==> config.mk <==
export PLATFORM = sky130hd
export DESIGN_NAME = mem_ctrl
export DESIGN_NICKNAME = d
export VERILOG_FILES = /design/src/rtl/mem_ctrl_pkg.sv /design/src/rtl/mem_arbiter.sv /design/src/rtl/mem_ctrl.sv
export SDC_FILE = /design/constraint.sdc
export NUM_CORES = 1
export LEC_CHECK = 0
export ABC_AREA = 0
export BUFFER_PORTS_ARGS = -buffer_cell sky130_fd_sc_hd__buf_2
export CAP_MARGIN = 20
export CELL_PAD_IN_SITES_DETAIL_PLACEMENT = 1
export CELL_PAD_IN_SITES_GLOBAL_PLACEMENT = 1
export CORE_UTILIZATION = 38
export DETAILED_ROUTE_END_ITERATION = 12
export PLACE_DENSITY = 0.84
export SLEW_MARGIN = 20
export SYNTH_ARGS = -nofsm -noshare
export SYNTH_HDL_FRONTEND = slang
export SYNTH_SLANG_ARGS = --single-unit
==> constraint.sdc <==
create_clock -name clk -period 4.2 [get_ports clk]
set_clock_uncertainty 0.2 [all_clocks]
set_input_delay 0.21 -clock clk [delete_from_list [all_inputs] [get_ports clk]]
set_output_delay 0.21 -clock clk [all_outputs]
set_load 0.01 [all_outputs]
==> src/rtl/mem_ctrl_pkg.sv <==
// Shared definitions for the byte-serial memory controller: state and
// length encodings, IO-region selector value and a zero word.
package mem_ctrl_pkg;

    typedef enum logic [1:0] {
        ST_IDLE  = 2'd0,
        ST_READ  = 2'd1,
        ST_WRITE = 2'd2,
        ST_DONE  = 2'd3
    } state_t;

    localparam logic [1:0]  LEN_B    = 2'd0;
    localparam logic [1:0]  LEN_H    = 2'd1;
    localparam logic [1:0]  LEN_W    = 2'd3;
    localparam logic [1:0]  IO_SEL   = 2'b11;
    localparam logic [31:0] ZeroWord = 32'h0000_0000;

    // Byte count for a length code; the unused code 2 behaves as a word.
    function automatic logic [2:0] len_bytes(input logic [1:0] len);
        case (len)
            LEN_B:   len_bytes = 3'd1;
            LEN_H:   len_bytes = 3'd2;
            default: len_bytes = 3'd4;
        endcase
    endfunction

endpackage

==> src/rtl/mem_arbiter.sv <==
// IDLE-state grant between load/store and fetch. Load/store has priority,
// fetch is masked by a redirect, and (with MEM_CTRL_IO_STALL_EN defined)
// an IO-region store is held off while the IO sink is full. A stalled
// store still blocks fetch so fetch cannot slip past it.
module mem_arbiter (
    input  logic flush,
    input  logic if_req,
    input  logic ls_req,
`ifdef MEM_CTRL_IO_STALL_EN
    input  logic ls_io_store,
    input  logic io_full,
`endif
    output logic grant_ls,
    output logic grant_if
);

    logic ls_stall;

    // Grant decode; only meaningful while the sequencer is idle.
    always_comb begin
`ifdef MEM_CTRL_IO_STALL_EN
        ls_stall = ls_io_store & io_full;
`else
        ls_stall = 1'b0;
`endif
        grant_ls = ls_req & ~ls_stall;
        grant_if = if_req & ~flush & ~ls_req;
    end

endmodule

==> src/rtl/mem_ctrl.sv <==
// Byte-serial memory controller: arbitrates fetch and load/store, splits
// 1/2/4-byte accesses into per-byte RAM cycles and returns little-endian
// words with a one-cycle ready pulse.
// Optional build macro: MEM_CTRL_IO_STALL_EN (adds io_full_i stall of IO stores).
//
// state    | meaning
// ST_IDLE  | waiting for a request, RAM port quiet
// ST_READ  | issuing byte addresses and capturing returned bytes
// ST_WRITE | issuing byte writes
// ST_DONE  | one-cycle ready pulse to the owner
module mem_ctrl
    import mem_ctrl_pkg::*;
#(
    parameter int ADDR_W    = 32,
    parameter int IO_SEL_HI = 17
) (
    input  logic              clk,
    input  logic              rst,
    input  logic              flush_i,
    input  logic              if_req_i,
    input  logic [ADDR_W-1:0] if_addr_i,
    output logic              if_ready_o,
    output logic [31:0]       if_inst_o,
    input  logic              ls_req_i,
    input  logic              ls_we_i,
    input  logic [1:0]        ls_len_i,
    input  logic [ADDR_W-1:0] ls_addr_i,
    input  logic [31:0]       ls_wdata_i,
    output logic              ls_ready_o,
    output logic [31:0]       ls_rdata_o,
    output logic [ADDR_W-1:0] ram_a_o,
    output logic [7:0]        ram_dout_o,
    output logic              ram_we_o,
`ifdef MEM_CTRL_IO_STALL_EN
    input  logic              io_full_i,
`endif
    input  logic [7:0]        ram_din_i,
    output logic              busy_o
);

    state_t            state, nxt;
    logic              owner_ls, we_q;
    logic [2:0]        n_q, cnt;
    logic [1:0]        cap_idx;
    logic [ADDR_W-1:0] addr_q;
    logic [31:0]       wdata_q, asm_q, inst_hold, rdata_hold;
    logic              grant_ls, grant_if;

`ifdef MEM_CTRL_IO_STALL_EN
    logic ls_io_store;
    assign ls_io_store = ls_we_i & (ls_addr_i[IO_SEL_HI:IO_SEL_HI-1] == IO_SEL);
`endif

    mem_arbiter u_arb (
        .flush       (flush_i),
        .if_req      (if_req_i),
        .ls_req      (ls_req_i),
`ifdef MEM_CTRL_IO_STALL_EN
        .ls_io_store (ls_io_store),
        .io_full     (io_full_i),
`endif
        .grant_ls    (grant_ls),
        .grant_if    (grant_if)
    );

    // Byte i of a read arrives one cycle after its address, so the byte
    // landing while cnt=i+1 belongs in lane i (lane 3 when cnt wraps to 4).
    assign cap_idx = cnt[1:0] - 2'd1;

    // State register.
    always_ff @(posedge clk) begin
        if (rst) state <= ST_IDLE;
        else     state <= nxt;
    end

    // Next-state decode and RAM/ready outputs.
    always_comb begin
        nxt        = state;
        ram_a_o    = '0;
        ram_dout_o = 8'h00;
        ram_we_o   = 1'b0;
        if_ready_o = 1'b0;
        ls_ready_o = 1'b0;
        case (state)
            ST_IDLE: begin
                if (grant_ls)      nxt = ls_we_i ? ST_WRITE : ST_READ;
                else if (grant_if) nxt = ST_READ;
            end
            ST_READ: begin
                ram_a_o = addr_q + ADDR_W'(cnt);
                if (flush_i && !owner_ls) nxt = ST_IDLE;
                else if (cnt == n_q)      nxt = ST_DONE;
            end
            ST_WRITE: begin
                ram_a_o    = addr_q + ADDR_W'(cnt);
                ram_dout_o = wdata_q[{cnt[1:0], 3'b000} +: 8];
                ram_we_o   = 1'b1;
                if (cnt == n_q - 3'd1) nxt = ST_DONE;
            end
            ST_DONE: begin
                nxt = ST_IDLE;
                if (owner_ls)      ls_ready_o = 1'b1;
                else if (!flush_i) if_ready_o = 1'b1;
            end
            default: nxt = ST_IDLE;
        endcase
    end

    // Request latch, byte counter, word assembly and held read results.
    always_ff @(posedge clk) begin
        if (rst) begin
            owner_ls   <= 1'b0;
            we_q       <= 1'b0;
            n_q        <= 3'd0;
            cnt        <= 3'd0;
            addr_q     <= '0;
            wdata_q    <= ZeroWord;
            asm_q      <= ZeroWord;
            inst_hold  <= ZeroWord;
            rdata_hold <= ZeroWord;
        end else begin
            case (state)
                ST_IDLE: begin
                    if (grant_ls) begin
                        owner_ls <= 1'b1;
                        we_q     <= ls_we_i;
                        n_q      <= len_bytes(ls_len_i);
                        addr_q   <= ls_addr_i;
                        wdata_q  <= ls_wdata_i;
                        cnt      <= 3'd0;
                        asm_q    <= ZeroWord;
                    end else if (grant_if) begin
                        owner_ls <= 1'b0;
                        we_q     <= 1'b0;
                        n_q      <= 3'd4;
                        addr_q   <= if_addr_i;
                        cnt      <= 3'd0;
                        asm_q    <= ZeroWord;
                    end
                end
                ST_READ: begin
                    if (cnt != 3'd0) asm_q[{cap_idx, 3'b000} +: 8] <= ram_din_i;
                    cnt <= (nxt == ST_READ) ? cnt + 3'd1 : 3'd0;
                end
                ST_WRITE: begin
                    cnt <= (nxt == ST_WRITE) ? cnt + 3'd1 : 3'd0;
                end
                ST_DONE: begin
                    if (if_ready_o)             inst_hold  <= asm_q;
                    if (ls_ready_o && !we_q)    rdata_hold <= asm_q;
                end
                default: cnt <= 3'd0;
            endcase
        end
    end

    // Fresh data shows during the ready pulse and is held afterwards.
    assign if_inst_o  = if_ready_o ? asm_q : inst_hold;
    assign ls_rdata_o = (ls_ready_o && !we_q) ? asm_q : rdata_hold;
    assign busy_o     = (state != ST_IDLE);

endmodule

==> impl_summary.md <==
Run status
The flow ran to the end, and the final reports show no timing, DRC or antenna violations.

Min path
The source of the worst hold timing path is if_addr_i[1]. In this run the worst hold path is classified as in2reg. Counting instances, the worst hold path has a depth of 3.

Final layout
In the layout the commonest cells are sky130_fd_sc_hd__buf_2 (218), sky130_fd_sc_hd__dfxtp_1 (170), sky130_fd_sc_hd__dlygate4sd3_1 (96). The most frequent standard cell in the layout excluding fill and tap cells is sky130_fd_sc_hd__buf_2. The fraction of final layout cells sized beyond drive strength 1 is 0.291. The growth of design area from synthesis to finish is 36.2%. Registers take roughly 3400 um^2. The finished layout holds 1427 standard cells, fillers aside. After routing the design area is around 11000 um^2. The layout net count is ~1300. Summing all multi-input logic gate instances after layout gives 4270 um^2. The filler cell count is 2358.

Logic synthesis
For this run, the number of Yosys warnings is 0. The most used flip-flop cell after synthesis is sky130_fd_sc_hd__dfxtp_1. The number of nets in the synthesized netlist is between 900 and 1000.

The synthesized design contains 0 enable-type register cells. The fraction of the yosys area taken by sequential cells is 0.429. The flip-flop and latch count after synthesis is between 150 and 200.

Dividing the synthesized area by the synthesized cell count gives roughly 9.3 um^2. In this run, distinct cell masters in the synthesized netlist total 48. The mapped netlist covers about 7900 um^2. Counting every instance in the synthesized netlist gives 853. The share of flip-flops with an asynchronous set or reset after synthesis is 0.

Power
The maximum vdd ir drop is 0.000248 V. The leakage power summed over all cells is ~4.8 nW. The completed layout was analyzed and its total power is roughly 4.3 mW.

The power per cell area is 399 nW/um^2.

Placed design
Routability-driven placement finished with a final weighted congestion of 0.786. Once placement finished, the instance area stood at ~9000 um^2. The wire-length estimate of the detail-placed layout is between 15 and 20 mm.

The number of placed instances, taps included is between 1000 and 1500. The quantity of I/O buffers inserted on ports is 219.

Setup path
The buffer and inverter count on the worst path is 2. STA puts the critical path data required time at around 3.8 ns. Of all nets on the critical path, the largest fanout is 4. The slack of the worst reg-to-reg path is roughly 1.2 ns. The worst reg-to-reg path cell count is 8. The cell depth of the worst setup path is 11.

The critical path capture point type is an output port. Counting stages on the worst path, the most repeated cell is sky130_fd_sc_hd__nor2_1. The endpoint of the lowest-slack register-to-register path is asm_q[1]$_SDFFE_PP0P_.

The arrival time reported for the critical path endpoint is approximately 3.4 ns. The signal on the critical path passes through ha_1, inv_1, fa_1, nor2b_1, nor2_1, or4_1, nor2_1, nand3_1, xnor2_1, and2_1, buf_2. The category of the critical setup timing path is reg2out.

In this run the worst setup path terminates at ram_a_o[26]. The slowest stage of the critical path belongs to the cell sky130_fd_sc_hd__or4_1. The largest stage delay on the critical path is ~0.6 ns. The worst setup path is launched from a register. The startpoint identified for the worst register-to-register timing path is state[0]$_SDFF_PP0_. The origin of the worst setup path is addr_q[0]$_SDFFE_PP0P_. Grouping stages by cell kind, the critical path spends the most delay in simple AND/OR/NAND/NOR gates.

Global routing
The first-pass GRT wire length is 42.5 mm. Entering global routing, the biggest net connects between 60 and 70 pins. For this run, the total global-route usage over all layers was measured as 0.252. The via count of the first global-routing pass came to roughly 8000. The number of antenna violations at the first check in global routing is 1. Global routing finished with a remaining overflow of 0.

Route
The count of nets left with antenna violations once routing finished came out at 0. In the final routed layout, each cell accounts on average for between 15 and 20 um. The mean number of vias per cell is 5.18. For this block, the initial DRC count from the detailed router was just under 300. The routed layout has 7392 vias.

The met3 layer wire length in the routed design is about 1.2 mm. The total detailed-routing wirelength is about 27 mm. The detailed router put a total of around 11 mm of wire on met1. After detailed routing, the number of remaining DRC violations is 0. Before antenna repair, the detailed router went through 4 iterations. The detailed-routed wire length on met2 is between 10 and 15 mm. The highest signal layer in the routed design is met4.

STA
Headroom to the max-slew limit came out at 0.302. The final setup violation count is 0. The final sum of negative setup slack is 0 ns. At the pin with the least slew margin, the transition time is slightly above 1 ns. Of the available clock period, the critical path in the final layout requires 0.907.

The highest achievable clock rate is around 260 MHz. The number of hold-slack violations in the final timing report is 0. Setup repair after global routing left no endpoint under its margin. Across all hold checks on the routed design, the worst slack comes to about 0.011 ns.

The minimum period implied by the final worst setup slack is 3.81 ns. The final number of max-transition violations is 0.

Clock network
No sink is reached through more buffers than the 2 on the longest clock path. Clock tree synthesis inserted a total of 17 buffers. The post-CTS clock slew at the launch and capture registers of the worst setup and hold paths is ~0.070 ns. After clock tree synthesis, the repair step resized 0 gates. CTS built an H-tree with a depth of 4. The root buffer cell is sky130_fd_sc_hd__clkbuf_16. For the worst-skew pair, the clock arrives at the later sink with an insertion delay of roughly 0.42 ns.

For this design, the sink count on the clock tree is 170. TritonCTS built the clock tree.

Floorplanning
The effective utilization at floorplan is 0.389. The standard-cell row count is 52. 220 I/O pins were placed. The full die area is 21400 um^2. The die boundary width is roughly 150 um. The floorplan step defined a core boundary enclosing 20400 um^2. From bottom edge to top edge, the die measures approximately 150 um.

Job
Across the run, the number of max-cap violations was 0.
[registers in the layout, indices dropped and copies added, names as in the netlist]
signal and flops:
state 2, asm_q 32, wdata_q 32, inst_hold 32, we_q 1, addr_q 32, cnt 3, n_q 3
owner_ls 1, rdata_hold 32
[cells by family (layout without fill, tap and decap cells)]
family          count (synthesis)  in the layout  share of synthesized area
compound gates                125            125                      0.102
xor+xnor                       32             32                     0.0354
fa+ha+maj                      15             15                     0.0246
buf+inv                        67            370                     0.0330
flops                         170            170                      0.429
mux                           105            105                      0.157
other cells                     0              1                          0
simple gates                  339            339                      0.219
[report_power, final]
part	internal [mW]	switching (mW)
logic	0.363	0.543
clock network	0.889	0.691
registers	1.72	0.100
total	2.97	1.33
[per-stage QoR]
step	utilization	worst slack (ns)
after global placement	0.453	1.16
after detailed placement	0.454	1.08
final	0.530	0.390
after global routing	0.530	0.183
after CTS	0.530	0.566
after floorplan	-	1.02
[area by class of cell]
class / count / share of cell area
multi-input combinational: 616 / 0.396
clock inverter: 11 / 0.0103
timing repair buffer: 325 / 0.198
inverter: 13 / 0.00452
tap: 270 / 0.0313
sequential: 170 / 0.315
clock buffer: 21 / 0.0445
antenna: 1 / 0.000232
[worst min-delay path by stage]
stage	endpoint	slack, ns
CTS	addr_q[23]$_SDFFE_PP0P_	0.002
finish	addr_q[1]$_SDFFE_PP0P_	0.01
global placement	wdata_q[17]$_SDFFE_PP0P_	0.24
detailed placement	wdata_q[31]$_SDFFE_PP0P_	0.25
global route	addr_q[24]$_SDFFE_PP0P_	0.02
floorplan	wdata_q[0]$_SDFFE_PP0P_	0.15
[synth_stat cells, drive strengths merged (3+ instances only)]
library cell	number	area share
nor3	5	0.0038
ha	14	0.022
xor2	14	0.015
inv	13	0.0062
nor2b	81	0.064
o21ai	8	0.0051
nand3	12	0.0082
nor2	80	0.038
mux2i	32	0.040
a21oi	48	0.030
a22oi	26	0.025
xnor2	18	0.020
and2	37	0.029
nand2b	3	0.0024
clkbuf	46	0.022
mux4	8	0.024
and3	9	0.0071
nand2	87	0.042
nor3b	12	0.012
a211oi	32	0.030
mux2	65	0.093
or3	3	0.0030
dfxtp	170	0.43
buf	8	0.0051
nand4	6	0.0047
[routing by layer]
metal | global-route usage | vias to the layer above
met5 | 0 | -
met4 | 0.0938 | 0
met3 | 0.0566 | 57
met2 | 0.474 | 223
met1 | 0.273 | 3605
li1 | - | 3507
[worst min-delay path: cells and delay by family]
kind,cells,cell delay (ns)
compound gates,1,0.10
buf+inv,1,0.10
mux,1,0.18
[repair_timing]
action                     in CTS  in global routing
buffers inserted                0                  0
hold endpoints to repair       72                  0
setup endpoints to repair       0                  0
hold buffers                   96                  0
No activity file was read; power rests on OpenSTA's default activity.
